===== src/rtl/vid_rx_pkg.sv =====
// Shared types and constants for the video stream receive monitor.
package vid_rx_pkg;

    typedef enum logic [1:0] {
        SYNC   = 2'd0,
        VBLANK = 2'd1,
        ACTIVE = 2'd2
    } rx_state_t;

    localparam int ERR_W   = 3;
    localparam int ERR_LEN = 0;
    localparam int ERR_DE  = 1;
    localparam int ERR_SAT = 2;

endpackage


===== src/rtl/vid_sync_edge.sv =====
// Input register stage for the de/hs/vs stream plus sync edge pulses.
module vid_sync_edge #(
    parameter int DATA_WIDTH = 24
) (
    input  logic                  clk,
    input  logic                  rst,
    input  logic [DATA_WIDTH-1:0] di_i,
    input  logic                  de_i,
    input  logic                  hs_i,
    input  logic                  vs_i,
    output logic [DATA_WIDTH-1:0] di_o,
    output logic                  de_o,
    output logic                  hs_o,
    output logic                  vs_o,
    output logic                  vs_rise_o,
    output logic                  vs_fall_o,
    output logic                  hs_rise_o,
    output logic                  hs_fall_o
);

    logic [DATA_WIDTH-1:0] di_q;
    logic                  de_q, hs_q, vs_q;
    logic                  hs_prev_q, vs_prev_q;

    // Syncs reset to their "blank/active" levels so reset release never fakes a vs rise.
    always_ff @(posedge clk or posedge rst) begin
        if (rst) begin
            di_q      <= '0;
            de_q      <= 1'b0;
            hs_q      <= 1'b1;
            vs_q      <= 1'b1;
            hs_prev_q <= 1'b1;
            vs_prev_q <= 1'b1;
        end else begin
            di_q      <= di_i;
            de_q      <= de_i;
            hs_q      <= hs_i;
            vs_q      <= vs_i;
            hs_prev_q <= hs_q;
            vs_prev_q <= vs_q;
        end
    end

    assign di_o      = di_q;
    assign de_o      = de_q;
    assign hs_o      = hs_q;
    assign vs_o      = vs_q;
    assign vs_rise_o =  vs_q & ~vs_prev_q;
    assign vs_fall_o = ~vs_q &  vs_prev_q;
    assign hs_rise_o =  hs_q & ~hs_prev_q;
    assign hs_fall_o = ~hs_q &  hs_prev_q;

endmodule


===== src/rtl/vid_stream_rx_mon.sv =====
// Per-frame measurement of a de/hs/vs stream: width, height, pixel sum, errors.
module vid_stream_rx_mon
    import vid_rx_pkg::*;
#(
    parameter int DATA_WIDTH  = 24,
    parameter int W_CNT_WIDTH = 13,
    parameter int H_CNT_WIDTH = 12
) (
    input  logic                   clk,
    input  logic                   rst,
    input  logic [DATA_WIDTH-1:0]  di_i,
    input  logic                   de_i,
    input  logic                   hs_i,
    input  logic                   vs_i,
    output logic                   frame_done_o,
    output logic [W_CNT_WIDTH-1:0] width_o,
    output logic [H_CNT_WIDTH-1:0] height_o,
    output logic [31:0]            sum_o,
    output logic [15:0]            frame_cnt_o,
    output logic [ERR_W-1:0]       err_o,
    output logic [ERR_W-1:0]       err_sticky_o
);

    logic [DATA_WIDTH-1:0] di_r;
    logic de_r, hs_r, vs_r;
    logic vs_rise, vs_fall, hs_rise, hs_fall;

    vid_sync_edge #(.DATA_WIDTH(DATA_WIDTH)) u_sync (
        .clk       (clk),
        .rst       (rst),
        .di_i      (di_i),
        .de_i      (de_i),
        .hs_i      (hs_i),
        .vs_i      (vs_i),
        .di_o      (di_r),
        .de_o      (de_r),
        .hs_o      (hs_r),
        .vs_o      (vs_r),
        .vs_rise_o (vs_rise),
        .vs_fall_o (vs_fall),
        .hs_rise_o (hs_rise),
        .hs_fall_o (hs_fall)
    );

    rx_state_t state_q, state_d;

    always_ff @(posedge clk or posedge rst) begin
        if (rst) state_q <= SYNC;
        else     state_q <= state_d;
    end

    always_comb begin
        state_d = state_q;
        case (state_q)
            SYNC:    if (!vs_r)   state_d = VBLANK;
            VBLANK:  if (vs_rise) state_d = ACTIVE;
            ACTIVE:  if (vs_fall) state_d = VBLANK;
            default:              state_d = SYNC;
        endcase
    end

    logic is_active, is_vblank;
    logic pix_acc, de_bad, line_end, frame_start, frame_end;

    assign is_active   = (state_q == ACTIVE);
    assign is_vblank   = (state_q == VBLANK);
    assign pix_acc     = is_active && de_r && !hs_r && vs_r;
    assign de_bad      = (state_q != SYNC) && de_r && (hs_r || !vs_r);
    assign line_end    = is_active && (hs_rise || vs_fall);
    assign frame_start = is_vblank && vs_rise;
    assign frame_end   = is_active && vs_fall;

    logic [W_CNT_WIDTH-1:0] line_cnt_q, ref_w_q, line_base;
    logic [H_CNT_WIDTH-1:0] height_q;
    logic [31:0]            sum_q;
    logic [ERR_W-1:0]       err_q;
    logic                   first_seen_q, err_pend_q, commit_q;

    // A pixel on the hs_fall cycle starts a fresh line count.
    assign line_base = hs_fall ? '0 : line_cnt_q;

    always_ff @(posedge clk or posedge rst) begin
        if (rst) begin
            line_cnt_q   <= '0;
            ref_w_q      <= '0;
            height_q     <= '0;
            sum_q        <= '0;
            err_q        <= '0;
            first_seen_q <= 1'b0;
            err_pend_q   <= 1'b0;
        end else if (frame_start) begin
            line_cnt_q        <= '0;
            ref_w_q           <= '0;
            height_q          <= '0;
            sum_q             <= '0;
            first_seen_q      <= 1'b0;
            err_q             <= '0;
            err_q[ERR_DE]     <= err_pend_q | de_bad;
            err_pend_q        <= 1'b0;
        end else begin
            // Stray de during vertical blank is charged to the next frame.
            if (is_vblank && de_bad) err_pend_q <= 1'b1;
            if (is_active && de_bad) err_q[ERR_DE] <= 1'b1;

            if (pix_acc) begin
                sum_q <= sum_q + 32'(di_r);
                if (&line_base) begin
                    line_cnt_q     <= line_base;
                    err_q[ERR_SAT] <= 1'b1;
                end else begin
                    line_cnt_q <= line_base + 1'b1;
                end
            end else if (is_active && hs_fall) begin
                line_cnt_q <= '0;
            end

            if (line_end) begin
                line_cnt_q <= '0;
                if (line_cnt_q != '0) begin
                    if (&height_q) err_q[ERR_SAT] <= 1'b1;
                    else           height_q <= height_q + 1'b1;
                    if (!first_seen_q) begin
                        ref_w_q      <= line_cnt_q;
                        first_seen_q <= 1'b1;
                    end else if (line_cnt_q != ref_w_q) begin
                        err_q[ERR_LEN] <= 1'b1;
                    end
                end
            end
        end
    end

    // Commit one cycle after the frame closes so the last line's result is included.
    always_ff @(posedge clk or posedge rst) begin
        if (rst) begin
            commit_q     <= 1'b0;
            frame_done_o <= 1'b0;
            width_o      <= '0;
            height_o     <= '0;
            sum_o        <= '0;
            frame_cnt_o  <= '0;
            err_o        <= '0;
            err_sticky_o <= '0;
        end else begin
            commit_q     <= frame_end;
            frame_done_o <= commit_q;
            if (commit_q) begin
                width_o      <= ref_w_q;
                height_o     <= height_q;
                sum_o        <= sum_q;
                err_o        <= err_q;
                frame_cnt_o  <= frame_cnt_o + 16'd1;
                err_sticky_o <= err_sticky_o | err_q;
            end
        end
    end

endmodule


===== config.mk =====
export PLATFORM = sky130hd
export DESIGN_NAME = vid_stream_rx_mon
export DESIGN_NICKNAME = d
export VERILOG_FILES = /design/src/rtl/vid_rx_pkg.sv /design/src/rtl/vid_sync_edge.sv /design/src/rtl/vid_stream_rx_mon.sv
export SDC_FILE = /design/constraint.sdc
export NUM_CORES = 1
export LEC_CHECK = 0
export ABC_AREA = 1
export CORE_ASPECT_RATIO = 1.1
export CORE_UTILIZATION = 40
export DETAILED_ROUTE_END_ITERATION = 10
export SLEW_MARGIN = 20
export SYNTH_ARGS = -nofsm -noshare
export SYNTH_HDL_FRONTEND = slang
export SYNTH_SLANG_ARGS = --single-unit

===== constraint.sdc =====
create_clock -name clk -period 18.4 [get_ports clk]
set_clock_uncertainty 0.15 [all_clocks]
set_input_delay 4.6 -clock clk [delete_from_list [all_inputs] [get_ports clk]]
set_output_delay 4.6 -clock clk [all_outputs]
set_load 0.01 [all_outputs]

==> metrics.txt <==
total setup buffers inserted after CTS=0; commonest cells after routing, fill and taps aside=420 x nand2_1, 183 x dfrtp_1, 155 x inv_1; final setup TNS=0 ns; GR Util All Layers=0.194; Fin. Hold Viols=0; post-synthesis sequential element count=187; Max VDD drop=0.0000533 V; Worst R2R Path Depth=9; Die Wd=150 um; vias in the first global route=7836; Bufs on Longest Clock Path=2; Psw=0.259 mW; Syn Inst Count=1213; remaining global-route overflow=0; first-pass GRT wire length=38000 um; Root Driver=clkbuf_16; Antenna Nets Post-Route=0; CTS Hold Bufs=0; ranking of synthesized cells by area=dfrtp_1 48%, nand2_1 16%, inv_1 6.1%; count of different cell masters after synthesis=45; worst setup path start=rst; core area=23600 sq um; CP max stage delay=0.80 ns; status=completed; Seq pwr share=0.460; Final Wtd Congestion=0.937; fin area=11600 sq um; Power Total=0.967 mW; initial antenna violation count=0; worst skew pair latency=0.44 ns; First-pass DRT Iterations=7; Final HPWL DP=15900 um; Max Slew Vio Count=0; Final #Nets=1376; diode count=0; RSZ-0062 raised after global routing=no; Initial Util=0.406; FF-to-FF Start=u_sync.vs_o; Tightest Hold Check Type=flop to flop; largest net degree at the start of global routing=120; share of the synthesized area in the top cell type=0.477; die area=24600 sq um; placed cell area=11000 sq um; final wirelength=22200 um; CP Depth=3; max-cap violation count=0; DR WL/cell=13.6 um; Internal=0.708 mW; Critical Path Slowest Stage Cell=buf_4; Crit. End Element=async pin; hold path startpoint=u_sync.vs_o; Post-route DRC=0; Vias=7931; power share of the combinational group=0.126; Arrival @ worst endpoint=6.57 ns; Clk pwr share=0.414; Syn Std Cell Area=9590 sq um; worst hold path cell count=0; Area Growth Syn to Fin=20.9%; Worst-path clk slew=0.07 ns; Setup Viol. Count Final=0; Crit Path Max Fanout=119; TritonCTS clock tree=yes; share of layout cells above drive strength 1=0.0638; WS Path Type=primary input to async pin; final critical-path share of the clock period=0.341; # rows=59; synthesized net count=1270; PortBufs=108; Via density=4.84; I/O Pins=109; CP top delay family=buffers and inverters; Fmax achieved=160 MHz; H-tree levels=4; Die Ht=164 um; Worst EP required=18.70 ns; leakage=5.78 nW; CTS Buf Count=17; Switching Share=0.268; relative slew slack=0.404; sequential area share after synthesis=0.488; Buf+Inv Stages, Crit Path=3; drt initial violations=544; Slew @ Worst Pin=0.893 ns; PostCTS Resize Cnt=0; Synthesis Warnings=0; worst-path cell chain=clkdlybuf4s50_1, inv_8, buf_4; CP startpoint kind=primary input; total clock sinks=187; post-synthesis area per instance=7.91 sq um; Min Clock Period, post-route=6.27 ns; post-synth top area cell=dfrtp_1; most common cell after layout, fill and taps aside=nand2_1; Power Dens Cells=83.4 nW/um^2
-- synth_stat cells, drive strengths merged --
cell,count
nand2,426
clkbuf,15
o21ai,95
dfrtp,183
o211ai,1
nor3,22
nor2b,3
or2,3
nor4,1
o21bai,3
xnor2,13
nand3b,5
buf,9
o221ai,1
nand4,15
xor2,26
ha,27
a21boi,2
nor2,85
o31ai,4
a21oi,43
a31oi,2
nand3,51
dfstp,4
o22ai,4
fa,1
inv,169
-- power groups by stage --
stage | sequential [mW] | combinational (mW) | clock [mW]
2_1_floorplan | 0.453 | 0.0745 | 0
3_3_place_gp | 0.452 | 0.121 | 0
3_5_place_dp | 0.453 | 0.123 | 0
4_1_cts | 0.445 | 0.124 | 0.408
5_1_grt | 0.447 | 0.139 | 0.426
6_report | 0.445 | 0.122 | 0.400
-- registers in the layout (all words and copies together), names as in the netlist, 2 cells and up --
| name | cells |
|---|---|
| u_sync.di_o | 24 |
| err_o | 3 |
| sum_q | 32 |
| width_o | 13 |
| height_o | 12 |
| frame_cnt_o | 16 |
| line_cnt_q | 13 |
| height_q | 12 |
| err_q | 3 |
| state_q | 2 |
| sum_o | 32 |
| err_sticky_o | 3 |
| ref_w_q | 13 |
-- final timing paths --
kind                               endpoint  slack [ns]
min in group asynchronous       height_o[2]        4.55
max in group clk            frame_cnt_o[10]       12.20
hold / removal             u_sync.vs_prev_q        0.25
hold reg to reg            u_sync.vs_prev_q        0.25
setup reg to reg              line_cnt_q[0]       15.77
setup / recovery                  sum_q[11]       12.13
-- through the flow --
| step | std cells | util | setup slack (ns) | hold slack (ns) |
|---|---|---|---|---|
| 2_1_floorplan | 1213 | - | 8.57 | 0.199 |
| 3_3_place_gp | 1605 | 0.464 | 11.54 | 0.238 |
| 3_5_place_dp | 1605 | 0.464 | 11.54 | 0.238 |
| 4_1_cts | 1637 | 0.491 | 12.01 | 0.251 |
| 5_1_grt | 1637 | 0.491 | 11.78 | 0.254 |
| 6_report | 1637 | 0.491 | 12.13 | 0.250 |
-- routing by layer --
| metal | vias up | GRT usage | share of wire |
|---|---|---|---|
| met5 | - | 0 | 0 |
| li1 | 4025 | - | - |
| met4 | 0 | 0.0478 | 0.0092 |
| met2 | 147 | 0.309 | 0.46 |
| met3 | 17 | 0.0345 | 0.040 |
| met1 | 3742 | 0.273 | 0.49 |
-- cell families (layout without fill, tap and decap cells) --
group | count (synthesis) | after routing | synth area share
simple gates | 611 | 611 | 0.269
buf+inv | 193 | 312 | 0.0792
flops | 187 | 187 | 0.488
compound gates | 155 | 155 | 0.0905
xor+xnor | 39 | 39 | 0.0356
fa+ha+maj | 28 | 28 | 0.0373
-- final cells by class --
cell class | count | area [sq um]
Clock buffer | 17 | 425
Timing Repair Buffer | 111 | 1100
Sequential cell | 187 | 4680
Clock inverter | 15 | 208
Tap cell | 305 | 382
Fill cell | 2365 | 12000
Inverter | 169 | 647
Multi-Input combinational cell | 833 | 4150
(Power assumes the default switching activity.)
==> RTL change 1: new RTL, same settings <==
`DATA_WIDTH` is set to 24 in 2 places; all go to 48.
--- a/src/rtl/vid_sync_edge.sv
+++ b/src/rtl/vid_sync_edge.sv
@@ -1,5 +1,5 @@
 // Input register stage for the de/hs/vs stream plus sync edge pulses.
 module vid_sync_edge #(
-    parameter int DATA_WIDTH = 24
+    parameter int DATA_WIDTH = 48
 ) (
     input  logic                  clk,
--- a/src/rtl/vid_stream_rx_mon.sv
+++ b/src/rtl/vid_stream_rx_mon.sv
@@ -3,5 +3,5 @@
     import vid_rx_pkg::*;
 #(
-    parameter int DATA_WIDTH  = 24,
+    parameter int DATA_WIDTH  = 48,
     parameter int W_CNT_WIDTH = 13,
     parameter int H_CNT_WIDTH = 12
Interface: changed (resized di_i); port bits go from 109 to 133. No check against the original RTL was run, so the function may have changed too.
==> RTL change 1 against the original RTL <==
Area after synthesis grew 7.5%; via count grew 8.6%; final area grew 7.0%; count of clock-buffer cells in the layout grew 3; sequential cell count grew 8; non-clock buffer count grew 8; setup slack gained 0.023 ns; critical path depth is the same; routed wire length grew 10%; register-to-register slack lost 0.52 ns.
Power is not compared: it rests on default switching activity, and its combinational part moved more than twofold at a synthesized area within 25%.
==> RTL change 1: results (changes against the original RTL) <==
outcome: "completed"
grtUsageMet1_pct: 29.2  # +1.9 points
grt_max_degree: 137  # +14%
ys_types: 40  # -11%
gp_congestion: 0.870  # -7.2%
grt_pass1_wl_mm: 41.5  # +9.2%
dp.cells: 1804  # +12%
drt_iter0_markers: 446  # -18%
dp_slack_ns: 11.55  # +0.0100 ns
grtUsageMet2_pct: 30.2  # -0.67 points
gr-usage-met3_pct: 2.98  # -0.47 points
wl_per_cell_microns: 13.3  # -1.7%
worstMarginPinSlew_ns: 0.938  # +0.0442 ns
power.leakage_nw: 6.41
synth_nets: 1452  # +14%
grt_pass1_vias: 8291  # +5.8%
cp_max_fo: 136  # +14%
io_buffers: 116  # +7.4%
worst_ep_arrival_time_ns: 6.58  # about the same
post-dp-hpwl_mm: 17.7  # +12%
yosysWarnings: 0  # unchanged
rr_endpoint: "line_cnt_q[7]"
clk_latency_ns: 0.44  # about the same
netlist_top_cells_area: "dfrtp_1 (46%), nand2_1 (19%), inv_1 (7.3%)"
r2r-start: "u_sync.vs_o"
htree_levels: 4  # unchanged
synth_common_cells: "nand2_1 (520), inv_1 (200), dfrtp_1 (191)"
async_flop_share_pct: 100  # unchanged
min_path_type: "flip-flop to flip-flop"
nNetsFinal: 1565  # +14%
regToRegSetupSlack_ns: 15.25  # -0.52 ns
seq_area_frac_synth_pct: 47.4  # -1.5 points
syn_area_per_cell_sq_um: 7.56  # -4.4%
dr.pass1.iters: 6  # -1
antenna_found_initial: 0  # unchanged
drive_gt1_share_pct: 5.57  # -0.81 points
min_path_cells: 0  # unchanged
slowest_delay_ns: 0.73  # -0.07 ns
vias: 8613  # +8.6%
avgViaCountPerCell: 4.69  # -3.2%
placed_cell_area_sq_um: 11800  # +7.7%
grtUsageTotal_pct: 19.8  # +0.40 points
cts_buffer_depth: 2  # unchanged
synthFlopType: "dfrtp_1"
-- RTL change 1: cell types whose count changed in the layout (fill, tap and decap cells not counted), sizes merged, moves of 8 or more --
cell,before,now
nand3,51,70
nor2,85,108
inv,176,213
nand2,426,525
nor3,22,11
clkdlybuf4s50,108,116
dfrtp,183,191
a21oi,43,33
-- RTL change 1: worst max-delay path by stage --
stage	end	slack, ns	depth (start not counted)
finish	line_cnt_q[1]	12.16	3
global route	line_cnt_q[1]	11.77	3
CTS	height_q[10]	12.03	3
detailed placement	height_o[7]	11.55	3
global placement	height_o[8]	11.55	3
floorplan	commit_q	8.34	1
-- RTL change 1: per-layer routing --
metal  wire length, microns  share of wire [%]
met1                  12500                 51
met2                  10500                 43
met3                   1150                4.7
met4                    299                1.2
met5                      0                  0
-- RTL change 1: metrics by stage --
stage | util (%) | hold WS, ns
after floorplan | - | 0.211
final | 49.1 | 0.232
after global placement | 46.7 | 0.215
after CTS | 49.1 | 0.235
after detailed placement | 46.7 | 0.222
after global routing | 49.1 | 0.241
-- RTL change 1: kinds of logic (layout without fill, tap and decap cells) --
family                     count (synthesis)  in the layout  share of synthesized area (%)
xor gates and xnor gates                  36             36                           3.06
adders and majority gates                 35             35                           4.32
buffers and inverters                    232            358                           8.78
AOI/OAI and AO/OA                        133            133                           7.06
DFF                                      195            195                           47.4
and+or+nand+nor                          733            733                           29.4
-- RTL change 1: power by group through the flow --
stage | Combinational, mW | Sequential (mW) | Clock (mW)
2_1_floorplan | 0.201 | 0.518 | 0
6_report | 0.316 | 0.510 | 0.386
4_1_cts | 0.318 | 0.510 | 0.397
5_1_grt | 0.360 | 0.517 | 0.414
3_5_place_dp | 0.316 | 0.518 | 0
3_3_place_gp | 0.313 | 0.517 | 0
-- RTL change 1: final cells by class --
type                    count  area, sq um
multi-input cells         937         4520
well taps                 346          433
repair buffers            119         1180
clock inverters            12          141
inverters                 207          785
fillers                  2456        12900
clock buffers              20          467
flip-flops and latches    195         4880
